--- src/rtl/issue_queue.sv ---
// Dual-issue instruction queue: circular buffer fed by fetch pairs, issuing one or two
// instructions per cycle to decode under the slot-pairing rules. Optional ISSUE_STATS_EN adds issue counters.
module issue_queue #(
  parameter int DEPTH = 8,
  parameter int PCW   = 32
) (
  input  logic                     clk,
  input  logic                     reset_n,
  input  logic                     FetchValidF,
  input  logic [31:0]              InstrF_1,
  input  logic [31:0]              InstrF_2,
  input  logic [PCW-1:0]           PCF,
  output logic                     FetchReadyF,
  input  logic                     stallD,
  input  logic                     flushQ,
  output logic [31:0]              InstrD_1,
  output logic [31:0]              InstrD_2,
  output logic [PCW-1:0]           PCD_1,
  output logic [PCW-1:0]           PCD_2,
  output logic                     ValidD_1,
  output logic                     ValidD_2,
  output logic [$clog2(DEPTH):0]   CountQ
`ifdef ISSUE_STATS_EN
  ,
  output logic [15:0]              DualCnt,
  output logic [15:0]              SingleCnt
`endif
);

  localparam int AW = $clog2(DEPTH);
  localparam int CW = AW + 1;

  logic [31:0]    instrMem [DEPTH];
  logic [PCW-1:0] pcMem    [DEPTH];
  logic [AW-1:0]  rdPtr, wrPtr, rdNext;
  logic [CW-1:0]  count;
  logic           push, canIssue, dual;
  logic [1:0]     popped;
  logic [31:0]    e0, e1;
  logic [PCW-1:0] pc0, pc1;

  function automatic logic isBranch(input logic [5:0] op, input logic [5:0] funct);
    return (op == 6'h04) || (op == 6'h05) || (op == 6'h02) || (op == 6'h03) ||
           ((op == 6'h00) && (funct == 6'h08));
  endfunction

  function automatic logic isMem(input logic [5:0] op);
    return (op == 6'h23) || (op == 6'h2b);
  endfunction

  // A zero result means "no destination"; writes to $0 are harmless for pairing.
  function automatic logic [4:0] destReg(input logic [5:0] op, input logic [5:0] funct,
                                         input logic [4:0] rt, input logic [4:0] rd);
    logic [4:0] d;
    d = 5'd0;
    case (op)
      6'h00: d = (funct == 6'h08) ? 5'd0 : rd;
      6'h08, 6'h09, 6'h0a, 6'h0c, 6'h0d, 6'h0f, 6'h23: d = rt;
      6'h03: d = 5'd31;
      default: d = 5'd0;
    endcase
    return d;
  endfunction

  function automatic logic usesRt(input logic [5:0] op);
    return (op == 6'h00) || (op == 6'h2b) || (op == 6'h04) || (op == 6'h05);
  endfunction

  assign rdNext      = rdPtr + AW'(1);
  assign e0          = instrMem[rdPtr];
  assign e1          = instrMem[rdNext];
  assign pc0         = pcMem[rdPtr];
  assign pc1         = pcMem[rdNext];
  assign FetchReadyF = (count <= CW'(DEPTH - 2));
  assign CountQ      = count;
  assign push        = FetchValidF & FetchReadyF;
  assign canIssue    = !stallD && (count != '0);

  logic [4:0] dest0;
  logic       raw;
  assign dest0 = destReg(e0[31:26], e0[5:0], e0[20:16], e0[15:11]);
  assign raw   = (dest0 != 5'd0) &&
                 ((dest0 == e1[25:21]) || (usesRt(e1[31:26]) && (dest0 == e1[20:16])));

  assign dual = (count >= CW'(2)) &&
                !isBranch(e0[31:26], e0[5:0]) &&
                !isBranch(e1[31:26], e1[5:0]) &&
                !(isMem(e0[31:26]) && isMem(e1[31:26])) &&
                !raw;

  assign popped = !canIssue ? 2'd0 : (dual ? 2'd2 : 2'd1);

  // Storage needs no reset: occupancy and pointers define what is valid.
  always_ff @(posedge clk) begin
    if (push && !flushQ) begin
      instrMem[wrPtr]          <= InstrF_1;
      instrMem[wrPtr + AW'(1)] <= InstrF_2;
      pcMem[wrPtr]             <= PCF;
      pcMem[wrPtr + AW'(1)]    <= PCF + PCW'(4);
    end
  end

  always_ff @(posedge clk or negedge reset_n) begin
    if (!reset_n) begin
      rdPtr <= '0;
      wrPtr <= '0;
      count <= '0;
    end else if (flushQ) begin
      rdPtr <= '0;
      wrPtr <= '0;
      count <= '0;
    end else begin
      rdPtr <= rdPtr + AW'(popped);
      if (push) wrPtr <= wrPtr + AW'(2);
      count <= count + (push ? CW'(2) : CW'(0)) - CW'(popped);
    end
  end

  always_ff @(posedge clk or negedge reset_n) begin
    if (!reset_n) begin
      ValidD_1 <= 1'b0;
      ValidD_2 <= 1'b0;
      InstrD_1 <= '0;
      InstrD_2 <= '0;
      PCD_1    <= '0;
      PCD_2    <= '0;
    end else if (flushQ || (!stallD && (count == '0))) begin
      ValidD_1 <= 1'b0;
      ValidD_2 <= 1'b0;
      InstrD_1 <= '0;
      InstrD_2 <= '0;
      PCD_1    <= '0;
      PCD_2    <= '0;
    end else if (canIssue) begin
      ValidD_1 <= 1'b1;
      InstrD_1 <= e0;
      PCD_1    <= pc0;
      ValidD_2 <= dual;
      InstrD_2 <= dual ? e1 : '0;
      PCD_2    <= dual ? pc1 : '0;
    end
  end

`ifdef ISSUE_STATS_EN
  always_ff @(posedge clk or negedge reset_n) begin
    if (!reset_n) begin
      DualCnt   <= '0;
      SingleCnt <= '0;
    end else if (!flushQ && canIssue) begin
      if (dual && (DualCnt != 16'hFFFF)) DualCnt <= DualCnt + 16'd1;
      if (!dual && (SingleCnt != 16'hFFFF)) SingleCnt <= SingleCnt + 16'd1;
    end
  end
`endif

endmodule

--- config.mk ---
export PLATFORM = sky130hd
export DESIGN_NAME = issue_queue
export DESIGN_NICKNAME = d
export VERILOG_FILES = /design/src/rtl/issue_queue.sv
export SDC_FILE = /design/constraint.sdc
export NUM_CORES = 1
export LEC_CHECK = 0
export CAP_MARGIN = 0
export CORE_MARGIN = 4
export CORE_UTILIZATION = 54
export CTS_CLUSTER_DIAMETER = 40
export DETAILED_ROUTE_END_ITERATION = 8
export PLACE_DENSITY = 0.81
export SYNTH_ARGS = -nofsm -noshare
export SYNTH_HDL_FRONTEND = slang
export SYNTH_SLANG_ARGS = --single-unit
--- constraint.sdc ---
create_clock -name clk -period 5.3 [get_ports clk]
set_clock_uncertainty 0.05 [all_clocks]
set_input_delay 0.795 -clock clk [delete_from_list [all_inputs] [get_ports clk]]
set_output_delay 0.795 -clock clk [all_outputs]
set_load 0.03 [all_outputs]
== After elaboration in Yosys (flattened, before gate mapping) ==
Memories as Yosys holds them, arrays and structs flattened.
Index checks and enable logic that the tools add are counted.
Word-level totals
  logic and storage cells: 109
  input bits: 101
  memories kept: 2
  RAM bits: 512
  output and inout bits: 135
  flip-flop bits (word level): 140
Operators by class
  equality and inequality tests: 22
  muxes and demuxes: 25
  reduce and logical (&&, ||, !) cells: 41
  add/subtract/negate cells: 7
  magnitude comparators: 2
  bitwise operators: 1
Memories
  instrMem: words 8, bits a word 32, read ports 2, clocked after Yosys merged registers in 0, write ports 2, RTL line 33  | logic [31:0] instrMem [DEPTH];
  pcMem: words 8, bits a word 32, read ports 2, clocked after Yosys merged registers in 0, write ports 2, RTL line 34  | logic [PCW-1:0] pcMem [DEPTH];
Operators with widths (number)
  $mux W32: 10
  $eq A6 B4 Y1 const B: 8
  $add A32 B3 Y32 const B: 1
  $eq A6 B2 Y1 const B: 4
  $eq A6 B3 Y1 const B: 4
  $eq A6 B6 Y1 const B: 4
  $logic_or A1 B1 Y1: 15
  $pmux W5 S3: 1
  $logic_and A1 B1 Y1: 12
  $logic_not A6 Y1: 2
  $eq A5 B5 Y1: 2
  $mux W3: 3
  $reduce_or A7 Y1: 1
  $add A3 B1 Y3 const B: 2
  $logic_not A1 Y1: 6
  $mux W1: 6
  $mux W2: 3
  $mux W5: 1
  $reduce_bool A5 Y1: 1
  $add A4 B2 Y4: 1
  $ge A4 B2 Y1 const B: 1
  $le A4 B3 Y1 const B: 1
  $logic_not A4 Y1: 1
  $mux W4: 1
  6 further kinds: 7

== Longest topological paths before layout ==
Gate-level depths: netlist of run 1.
An unclocked memory read counts as a cell.
  word-level depth: 15
  gate-level depth with buffers: 23

== Least setup slack after synthesis of run 1 ==
OpenSTA, ideal clock, no wires.
  kind: register to register
  start: register count[3], in the netlist CountQ[3]
  end: memory instrMem[0][0], enable pin
  cell stages (with the launch flop): 10
  setup slack: -1.049 ns
  clock period less this slack: 6.349 ns
  required time: 4.709 ns
  data arrival time: 5.759 ns
  setup time: 0.541 ns
  path through: dfrtp_1 inv_1 ha_1 nand2_1 mux2i_1 nand2_1 nor2_1 nand2_1 inv_2 clkbuf_1
RTL lines
  from (decl): RTL line 36  | logic [CW-1:0] count;
  from (signal assigned): RTL line 115  | count <= count + (push ? CW'(2) : CW'(0)) - CW'(popped);
  to (decl): RTL line 33

== Worst setup path in the final report of run 1 ==
  start: register rdPtr[0]
  end: register count[3], in the netlist CountQ[3]
On the way
  word-level cells in the longest chain between the ends: 15
  elaborated cells between the ends (all ways): 61
  classes of those cells: add/sub (2); eq/ne (22); mux (5); reduce/logical (31); memory (1)
RTL lines
  from (decl): RTL line 35  | logic [AW-1:0] rdPtr, wrPtr, rdNext;
  from (signal assigned): RTL line 113  | rdPtr <= rdPtr + AW'(popped);
  $add A3 B1 Y3 or $mem_v2 Z8 W32 (tied branches)
  $mem_v2 Z8 W32 (*)
  parallel branches: the longest is 8 deep, another holds $reduce_or A7 Y1
  $logic_and A1 B1 Y1 (*): RTL line 88  | !(isMem(e0[31:26]) && isMem(e1[31:26])) &&
  $mux W2 (*) (2 in a row): RTL line 91  | assign popped = !canIssue ? 2'd0 : (dual ? 2'd2 : 2'd1);
  $sub A4 B2 Y4 (*): RTL line 115
  $mux W4 (*): RTL line 108  | end else if (flushQ) begin
Mark *: on every way between the ends.
A chain may end at the register's enable or synchronous reset.

==> results.json, run 1 <==
{
  "outcome": "finished, final reports clean",
  "relSlewSlack_pct": 29.53,
  "cts.sinks": 645,
  "cp_data_arrival_time_ns": 5.47,
  "grt_pass1_vias": 21508,
  "met1_usage_pct": 35.73,
  "clkLatencyLatePin_ns": 0.63,
  "cts_htree_levels": 3,
  "grt_first_pass_wirelength_um": 129500,
  "power.total_mw": 19.46,
  "synth_cells": 2405,
  "setup_viol": 0,
  "use_met3_pct": 5.505,
  "start_util_pct": 54.81,
  "cp.required_ns": 5.74,
  "syn_area_um2": 32530,
  "ys_top_cells_by_area": "edfxtp_1 47%, mux4_2 16%, dfrtp_1 11%, nand2_1 7.1%, mux2i_1 3.8%",
  "finalCriticalPeriod_ns": 5.033,
  "synth_top_area_cell": "edfxtp_1",
  "grt_max_degree": 140,
  "p_per_area_nw_per_um2": 501.3,
  "maxCapViolCount": 0,
  "ys_seq_elements": 645,
  "tightestPinTransition_ns": 1.057,
  "antenna_found_initial": 14,
  "end_kind": "register",
  "synth_top_cell_area_share_pct": 46.71,
  "rsz0062_at_grt": "no",
  "power.leakage_nw": 13.73,
  "grt_use_met2_pct": 42.98,
  "stdcell_count": 3389,
  "die-width_um": 253.4,
  "placed_area_um2": 35480,
  "fin_area_um2": 38820,
  "wl_per_cell_um": 25.06,
  "ys_types": 62,
  "synth_edf_count": 506,
  "io_pins": 236,
  "dp.cells": 3200,
  "synth_common_cells": "611 x nand2_1, 506 x edfxtp_1, 238 x clkbuf_1, 238 x mux4_2, 139 x dfrtp_1",
  "ant_nets": 0,
  "syn_area_per_cell_um2": 13.53,
  "fillers": 4010,
  "row_count": 89,
  "clkTransAtPathRegs_ns": 0.05,
  "nets": 2644,
  "syn_nets": 2521,
  "tns_ns": 0,
  "grt_usage_pct": 26.49,
  "cts_tree": "built",
  "worst_hold_path_type": "in2async",
  "drive_above_1_share_pct": 22.16,
  "yosysWarnings": 0,
  "dieArea_um2": 64230,
  "startpoint_type": "register",
  "syn2layout_area_growth_pct": 19.35,
  "drv_slew": 0,
  "io_buffer_count": 235,
  "first_iter_violations": 2407,
  "clock_path_buffers": 3,
  "numCtsBuffers": 93,
  "hold_viol": 0,
  "gp_congestion": 0.8990,
  "hpwl_um": 53020,
  "ys.flop_type": "edfxtp_1",
  "drtPass1Iterations": 5,
  "overflow": 0,
  "vias": 20971,
  "wirelength_um": 84920,
  "cp_max_fo": 23,
  "vias_per_cell": 6.188,
  "async_flop_share_pct": 21.55,
  "cts-root-buf": "clkbuf_16",
  "min_period_over_period_pct": 94.96,
  "peakVddDrop_uv": 313.6,
  "dieHeight_um": 253.4,
  "post-synth-top-count-cell": "nand2_1",
  "cts.hold.buffers_added": 0,
  "yosysSeqAreaShare_pct": 57.40,
  "path_class": "reg2reg",
  "clock.fmax_mhz": 198.7,
  "top_usage_layer": "met2",
  "core_um2": 59350,
  "drc": 0
}
## worst max-delay path, cell delays in order (launching register included)
cell      delay, ns
dfrtp_4        0.56
buf_12         0.23
mux4_2         0.52
mux2i_1        0.15
buf_4          0.17
nor3b_1        0.07
nor2b_1        0.17
buf_4          0.17
a211o_1        0.29
or3_1          0.37
nand4_1        0.10
nor4bb_1       0.05
buf_4          0.14
nor3_2         0.30
nand2_1        0.15
fa_1           0.53
ha_1           0.15
inv_1          0.06
fa_1           0.40
xnor2_1        0.20
nor2_1         0.05
## worst paths after layout
kind	start	to	slack [ns]	depth (start not counted)
min reg2reg	InstrD_2[29]$_DFFE_PN0P_	InstrD_2[29]$_DFFE_PN0P_	0.42	2
min in group clk	InstrD_2[29]$_DFFE_PN0P_	InstrD_2[29]$_DFFE_PN0P_	0.42	2
min	reset_n	PCD_1[23]$_DFFE_PN0P_	0.26	2
max in group asynchronous	reset_n	rdPtr[0]$_DFF_PN0_	4.29	2
max reg2reg	rdPtr[0]$_DFF_PN0_	CountQ[3]$_DFF_PN0_	0.27	20
max	rdPtr[0]$_DFF_PN0_	CountQ[3]$_DFF_PN0_	0.27	20
## layout by cell type (no fill, tap or decap), drive strengths merged, types with 12 or more instances in the layout
cell type / n
o21ai: 131
nor3: 16
clkdlybuf4s50: 234
xnor2: 70
mux2i: 122
clkinv: 28
nand2: 611
nor2: 65
dfrtp: 139
ha: 12
mux4: 252
clkbuf: 115
buf: 90
and3: 18
nand3: 13
inv: 33
edfxtp: 506
xor2: 48
## routing by layer
metal,up-vias,part of all wire (%)
li1,9029,-
met1,10559,38
met2,1163,49
met3,210,9.5
met4,10,3.5
met5,-,0.074
## stage by stage
step / hold slack [ns] / setup WS, ns / utilization [%]
after global routing: 0.3304 / 0.01373 / 65.40
after CTS: 0.2891 / 0.001525 / 65.27
after detailed placement: 0.4136 / 0.03273 / 59.78
final: 0.2629 / 0.2674 / 65.41
after global placement: 0.4084 / 0.1092 / 59.78
after floorplan: 0.4494 / 0.5145 / -
## power by group
group	total (mW)	switching, mW	internal [mW]
registers	6.38	0.355	6.02
logic	6.74	3.63	3.12
clock network	6.34	2.38	3.96
total	19.5	6.36	13.1
## cells by family after synthesis
kind of cell / count (synthesis) / synth area share, %
adder cells (fa/ha/maj): 15 / 0.6462
flip-flops: 645 / 57.40
buffers and inverters: 315 / 4.146
AND/OR/NAND/NOR: 766 / 9.543
XOR/XNOR: 118 / 3.177
multiplexers: 383 / 21.69
AO/OA/AOI/OAI: 163 / 3.396
## final cells by class
class	instances	area [µm²]	share of cell area (%)
Antenna cell	8	20.02	0.05157
Multi-Input combinational cell	1445	12590	32.44
Timing Repair Buffer	324	3209	8.267
Clock inverter	60	673.1	1.734
Inverter	19	88.84	0.2288
Clock buffer	115	2586	6.662
Tap cell	773	967.2	2.491
Sequential cell	645	18680	48.13
## sequential cells by signal (all words and copies together) (netlist names)
register and flops:
CountQ 4, InstrD_1 32, InstrD_2 32, PCD_1 32, PCD_2 32, ValidD_1 1, ValidD_2 1, instrMem 256
pcMem 250, rdPtr 3, wrPtr 2
## what timing repair did
action / CTS / global route
setup endpoints to repair: 0 / 3
setup buffers: 0 / 6
gates resized for setup: 0 / 4
Power figures use the tool's default switching activity.
==> run 2, diff against run 1 <==
Settings changed: HOLD_SLACK_MARGIN set to 0.06.
==> results of run 2 <==
Final layout, timing and power as in run 1 (identical DEF).
==> run 3, diff against run 2 <==
Settings changed: ABC_CLOCK_PERIOD_IN_PS set to 5300.
==> results of run 3 <==
Final layout, timing and power as in run 1 (identical DEF).
